==> config.mk <==
export PLATFORM = sky130hd
export DESIGN_NAME = mux32_to_1
export DESIGN_NICKNAME = d
export VERILOG_FILES = /design/src/rtl/regfile_pkg.sv /design/src/rtl/mux2_1.sv /design/src/rtl/mux32_to_1.sv
export SDC_FILE = /design/constraint.sdc
export NUM_CORES = 1
export LEC_CHECK = 0
export CAP_MARGIN = 20
export CORE_MARGIN = 2
export CORE_UTILIZATION = 25
export CTS_CLUSTER_DIAMETER = 40
export DETAILED_ROUTE_END_ITERATION = 16
export GPL_ROUTABILITY_DRIVEN = 0
export PLACE_DENSITY = 0.77
export SLEW_MARGIN = 30
export SYNTH_ARGS = -nofsm -noshare
export SYNTH_HDL_FRONTEND = slang
export SYNTH_SLANG_ARGS = --single-unit
==> constraint.sdc <==
create_clock -name clk -period 1.8 [get_ports clk]
set_input_delay 0.18 -clock clk [delete_from_list [all_inputs] [get_ports clk]]
set_output_delay 0.18 -clock clk [all_outputs]
set_load 0.01 [all_outputs]
==> src/rtl/regfile_pkg.sv <==
// Shared register-file read-port constants and types.
// MUX32_TO_1_PIPE_EN selects the two-cycle read latency.
package regfile_pkg;

    localparam int unsigned REG_COUNT = 32;
    localparam int unsigned SEL_W     = 5;

    typedef logic [SEL_W-1:0] mux_sel_t;

`ifdef MUX32_TO_1_PIPE_EN
    localparam int unsigned MUX_LATENCY = 2;
`else
    localparam int unsigned MUX_LATENCY = 1;
`endif

endpackage

==> src/rtl/mux2_1.sv <==
// Combinational 2-to-1 bit selector; the leaf cell of the read-port select tree.
module mux2_1 (
    input  logic i0,
    input  logic i1,
    input  logic sel,
    output logic out
);

    assign out = sel ? i1 : i0;

endmodule

==> src/rtl/mux32_to_1.sv <==
// Single-bit 32-to-1 selector built from 2-to-1 stages, registered output.
// Defining MUX32_TO_1_PIPE_EN adds a pipeline register after stage 2 (latency 2).
module mux32_to_1
    import regfile_pkg::*;
(
    input  logic                 clk,
    input  logic                 reset,
    input  logic [REG_COUNT-1:0] in,
    input  mux_sel_t             sel,
    output logic                 out
);

    logic [15:0] st0;
    logic [7:0]  st1;
    logic [3:0]  st2;
    logic [3:0]  st3_in;
    logic [1:0]  sel_hi;
    logic [1:0]  st3;
    logic        st4;
    logic        out_d;
    logic        out_q;

    for (genvar m = 0; m < 16; m++) begin : g_st0
        mux2_1 u_mux (.i0(in[2*m]), .i1(in[2*m+1]), .sel(sel[0]), .out(st0[m]));
    end

    for (genvar m = 0; m < 8; m++) begin : g_st1
        mux2_1 u_mux (.i0(st0[2*m]), .i1(st0[2*m+1]), .sel(sel[1]), .out(st1[m]));
    end

    for (genvar m = 0; m < 4; m++) begin : g_st2
        mux2_1 u_mux (.i0(st1[2*m]), .i1(st1[2*m+1]), .sel(sel[2]), .out(st2[m]));
    end

`ifdef MUX32_TO_1_PIPE_EN
    logic [3:0] st2_q;
    logic [1:0] sel_hi_q;

    // Upper select bits travel with the partial results so both halves stay aligned.
    always_ff @(posedge clk) begin
        if (reset) begin
            st2_q    <= '0;
            sel_hi_q <= '0;
        end else begin
            st2_q    <= st2;
            sel_hi_q <= sel[4:3];
        end
    end

    assign st3_in = st2_q;
    assign sel_hi = sel_hi_q;
`else
    assign st3_in = st2;
    assign sel_hi = sel[4:3];
`endif

    for (genvar m = 0; m < 2; m++) begin : g_st3
        mux2_1 u_mux (.i0(st3_in[2*m]), .i1(st3_in[2*m+1]), .sel(sel_hi[0]), .out(st3[m]));
    end

    mux2_1 u_st4 (.i0(st3[0]), .i1(st3[1]), .sel(sel_hi[1]), .out(st4));

    assign out_d = st4;

    always_ff @(posedge clk) begin
        if (reset) begin
            out_q <= 1'b0;
        end else begin
            out_q <= out_d;
        end
    end

    assign out = out_q;

endmodule

Yosys cells after proc, flatten, opt, wreduce, memory -nomap -nowiden
Cells that the tools add are included.
{ "totals": {"input_bits": 39, "regBits": 1} }
{ "classes": {"n_mux": 31} }
{ "op_table": {"columns": ["cell", "count"], "rows": [
  ["$mux 1", 31]
]} }

Depth between registers and ports, before layout
{ "depth": {"depth_word": 5, "ltp_mapped": 5} }

Cells and area by module
A second synthesis with hierarchy kept.
{ "unflattened": {"hier_cells": 33, "hier_area_um2": 499.2} }
{ "by_module_without_submodules": {"columns": ["module", "area_per_inst_um2", "instances", "cells_each"], "rows": [
  ["mux2_1", 15.0, 31, 1],
  ["mux32_to_1", 33.8, 1, 2]
]} }

Least setup slack after synthesis
Ideal clock, no wire load.
{ "synth_path": {"path_type": "input-to-reg", "from": "input port sel[0]", "to": "register out_q, in the netlist out", "path_slack_ns": 0.370, "path_stages": 5, "path_buffers": 1, "arrival_ns": 1.301, "t_required_ns": 1.670, "path_cell_list": "buf_6 -> mux4_2 -> and2_4 -> a2111oi_4 -> a311oi_1"} }
{ "synth_between": {"elab_chain_len": 5} }
{ "synth_rtl": {"columns": ["element", "line", "rtl"], "rows": [
  ["from (decl)", "mux32_to_1.sv:9", "input mux_sel_t sel,"],
  ["$mux 1 (4 in series)", "mux2_1.sv:9", "assign out = sel ? i1 : i0;"],
  ["$mux 1 (*)", "mux2_1.sv:9", null],
  ["to (signal assigned)", "mux32_to_1.sv:69", "out_q <= out_d;"],
  ["to (decl)", "mux32_to_1.sv:21", "logic out_q;"]
]} }
Mark *: on every way between the ends. The rest lies on a longest branch, timed or not.
A chain may end at the register's enable or synchronous reset.

Worst setup path after layout
{ "layout_path": {"from": "input port in[6]", "to": "register out_q, in the netlist out"} }
{ "layout_between": {"elab_chain_len": 5} }
{ "layout_rtl": {"columns": ["element", "line", "rtl"], "rows": [
  ["from (decl)", "mux32_to_1.sv:8", "input logic [REG_COUNT-1:0] in,"],
  ["$mux 1 (5 in series)", "mux2_1.sv:9", null]
]} }
No other way between the ends.

==> impl_metrics.toml <==
[sta]
drv_slew = 0
relSlewSlack_pct = 84.0
worst_slew_pin_slew_ns = 0.240
setup_viol = 0
fin_crit_ns = 1.73
rsz0062_at_grt = "false"
fin_worst_hold_slack_ns = 0.826
finalCritPeriodShare_pct = 96.0
hold_viol = 0
fmax_mhz = 579

[detailed_routing]
drt-initial-drc-count = 2
firstDrtPassIters = 4
num_vias = 398
wl_per_cell_um = 12.9
drc = 0
wirelength_um = 1040
postRouteAntennaNets = 0
vias_per_cell = 4.91

[cts]
hold_buffers = 0
path_clk_slew_ns = 0

[cells_and_area]
areaGrowthSynthToFinish_pct = 132
final_common_cell = "clkdlybuf4s50_1"
largest_reg_flops = 1
final_cells = 81
drive_above_1_share_pct = 19.7
mostFrequentLayoutCells = "clkdlybuf4s50_1, mux4_2, mux2i_1, mux4_1, buf_4"
final_nets = 107
num_antenna_cells = 0
post-route-util_pct = 60.7
final_area_um2 = 771

[job]
max_cap_viol_count = 0

[die]
die_area_mm2 = 0.00164
core-area_mm2 = 0.00127
die_h_um = 40.5
start_util_pct = 26.2
io_pins = 40
rows = 13
dieWidth_um = 40.5

[worst_setup_path]
critPathKind = "input port to register"
crit_path_end_kind = "register"
critPathLaunchType = "input port"
critPathMaxStageDelay_ns = 0.45
crit_chain = "clkdlybuf4s50_1 -> mux4_2 -> and2_4 -> a2111oi_4 -> a311oi_1"
crit_fanout = 1
crit_required_ns = 1.66
critPathSlowestCell = "mux4_2"
cp.arrival_ns = 1.59

[synthesis]
syn_area_um2 = 333
syn_nets = 63
synthCells = 24
avgSynthCellArea_um2 = 13.9
ys_warn_count = 0
synth-seq-cells = 1
ys_seq_area_share_pct = 6.02
yosysUniqueCellTypes = 16

[grt]
antenna_found_initial = 0
grt_overflow = 0
grt_max_degree = 7
grt_pass1_wl_um = 1700
grt_pass1_vias = 391
grt_use_total_pct = 15.2

[pwr]
power_density_mw_per_mm2 = 243
vdd_ir_drop_max_mv = 0.109
power_leakage_nw = 0.303

[place]
placed_cell_area_um2 = 753
dp.cells = 80
port_buffers = 39
dpl.hpwl_um = 945

[worst_hold_path]
whs_endpoint = "out$_SDFF_PP0_"
hp-class = "input port to register"
hold_path.startpoint = "reset"
whs_path_depth = 3

[status]
outcome = "finished, final reports clean"
cell usage after synthesis:
cell,count,area [µm²]
a2111oi_4,1,27.5
a311oi_1,1,8.76
a31o_2,1,8.76
a31oi_1,1,6.26
and2_4,1,8.76
buf_4,1,7.51
buf_6,1,11.3
dfxtp_1,1,20.0
inv_1,2,7.51
mux2_2,1,11.3
mux2i_1,3,30.0
mux4_1,3,78.8
mux4_2,4,90.1
nand2_1,1,3.75
nand3_1,1,5.00
o211ai_1,1,7.51
per-stage QoR:
stage | setup WS, ns | power (mW) | TNS [ns]
floorplan | 0.370 | 0.0869 | 0
global placement | -0.200 | 0.183 | -0.200
finish | 0.0724 | 0.187 | 0
CTS | 0.00893 | 0.185 | 0
global route | 0.00384 | 0.200 | 0
detailed placement | -0.217 | 0.186 | -0.217
layout make-up:
| class | instances | area, µm² |
|---|---|---|
| fill | 107 | 498 |
| timing repair buffer | 44 | 438 |
| multi-input combinational | 19 | 287 |
| sequential | 1 | 20.0 |
| tap | 15 | 18.8 |
| inverter | 2 | 7.51 |
power by group:
part / total (mW) / switching (mW) / internal [mW]
registers: 0.0254 / 0.000443 / 0.0249
logic: 0.162 / 0.0405 / 0.121
clock network: 0 / 0 / 0
total: 0.187 / 0.0409 / 0.146
critical path, delay by kind of cell:
family                 cells  cell delay [ns]
AND/OR/NAND/NOR            1             0.18
AO/OA/AOI/OAI              2             0.38
buffers and inverters      1             0.40
multiplexers               1             0.45
logic make-up (layout without fill, tap and decap cells):
kind of cell / count (synthesis) / count (layout) / synth area share (%)
buffers and inverters: 4 / 46 / 7.90
multiplexers: 11 / 11 / 63.2
flip-flops: 1 / 1 / 6.02
AO/OA/AOI/OAI: 5 / 5 / 17.7
AND/OR/NAND/NOR: 3 / 3 / 5.26
per-layer routing:
layer  GRT usage, %  share of wire (%)  vias to the layer above
li1               -                  -                      193
met1           19.0                 35                      184
met2           29.4                 56                       21
met3           1.11                9.4                        0
met4              0                  0                        0
met5              0                  0                        -
worst max path at each step:
stage,from,endpoint,depth (start not counted)
after global placement,sel[0],out$_SDFF_PP0_,5
after CTS,sel[1],out$_SDFF_PP0_,6
after global routing,in[6],out$_SDFF_PP0_,5
after floorplan,sel[0],out$_SDFF_PP0_,5
final,in[6],out$_SDFF_PP0_,5
after detailed placement,sel[0],out$_SDFF_PP0_,5
repair_timing:
item	in CTS	in global routing
resized for setup	1	4
buffers inserted	0	1
hold endpoints to repair	0	0
endpoints found under the setup margin	1	1
cloned	0	0
pin swaps	0	0
(Power assumes the default switching activity.)
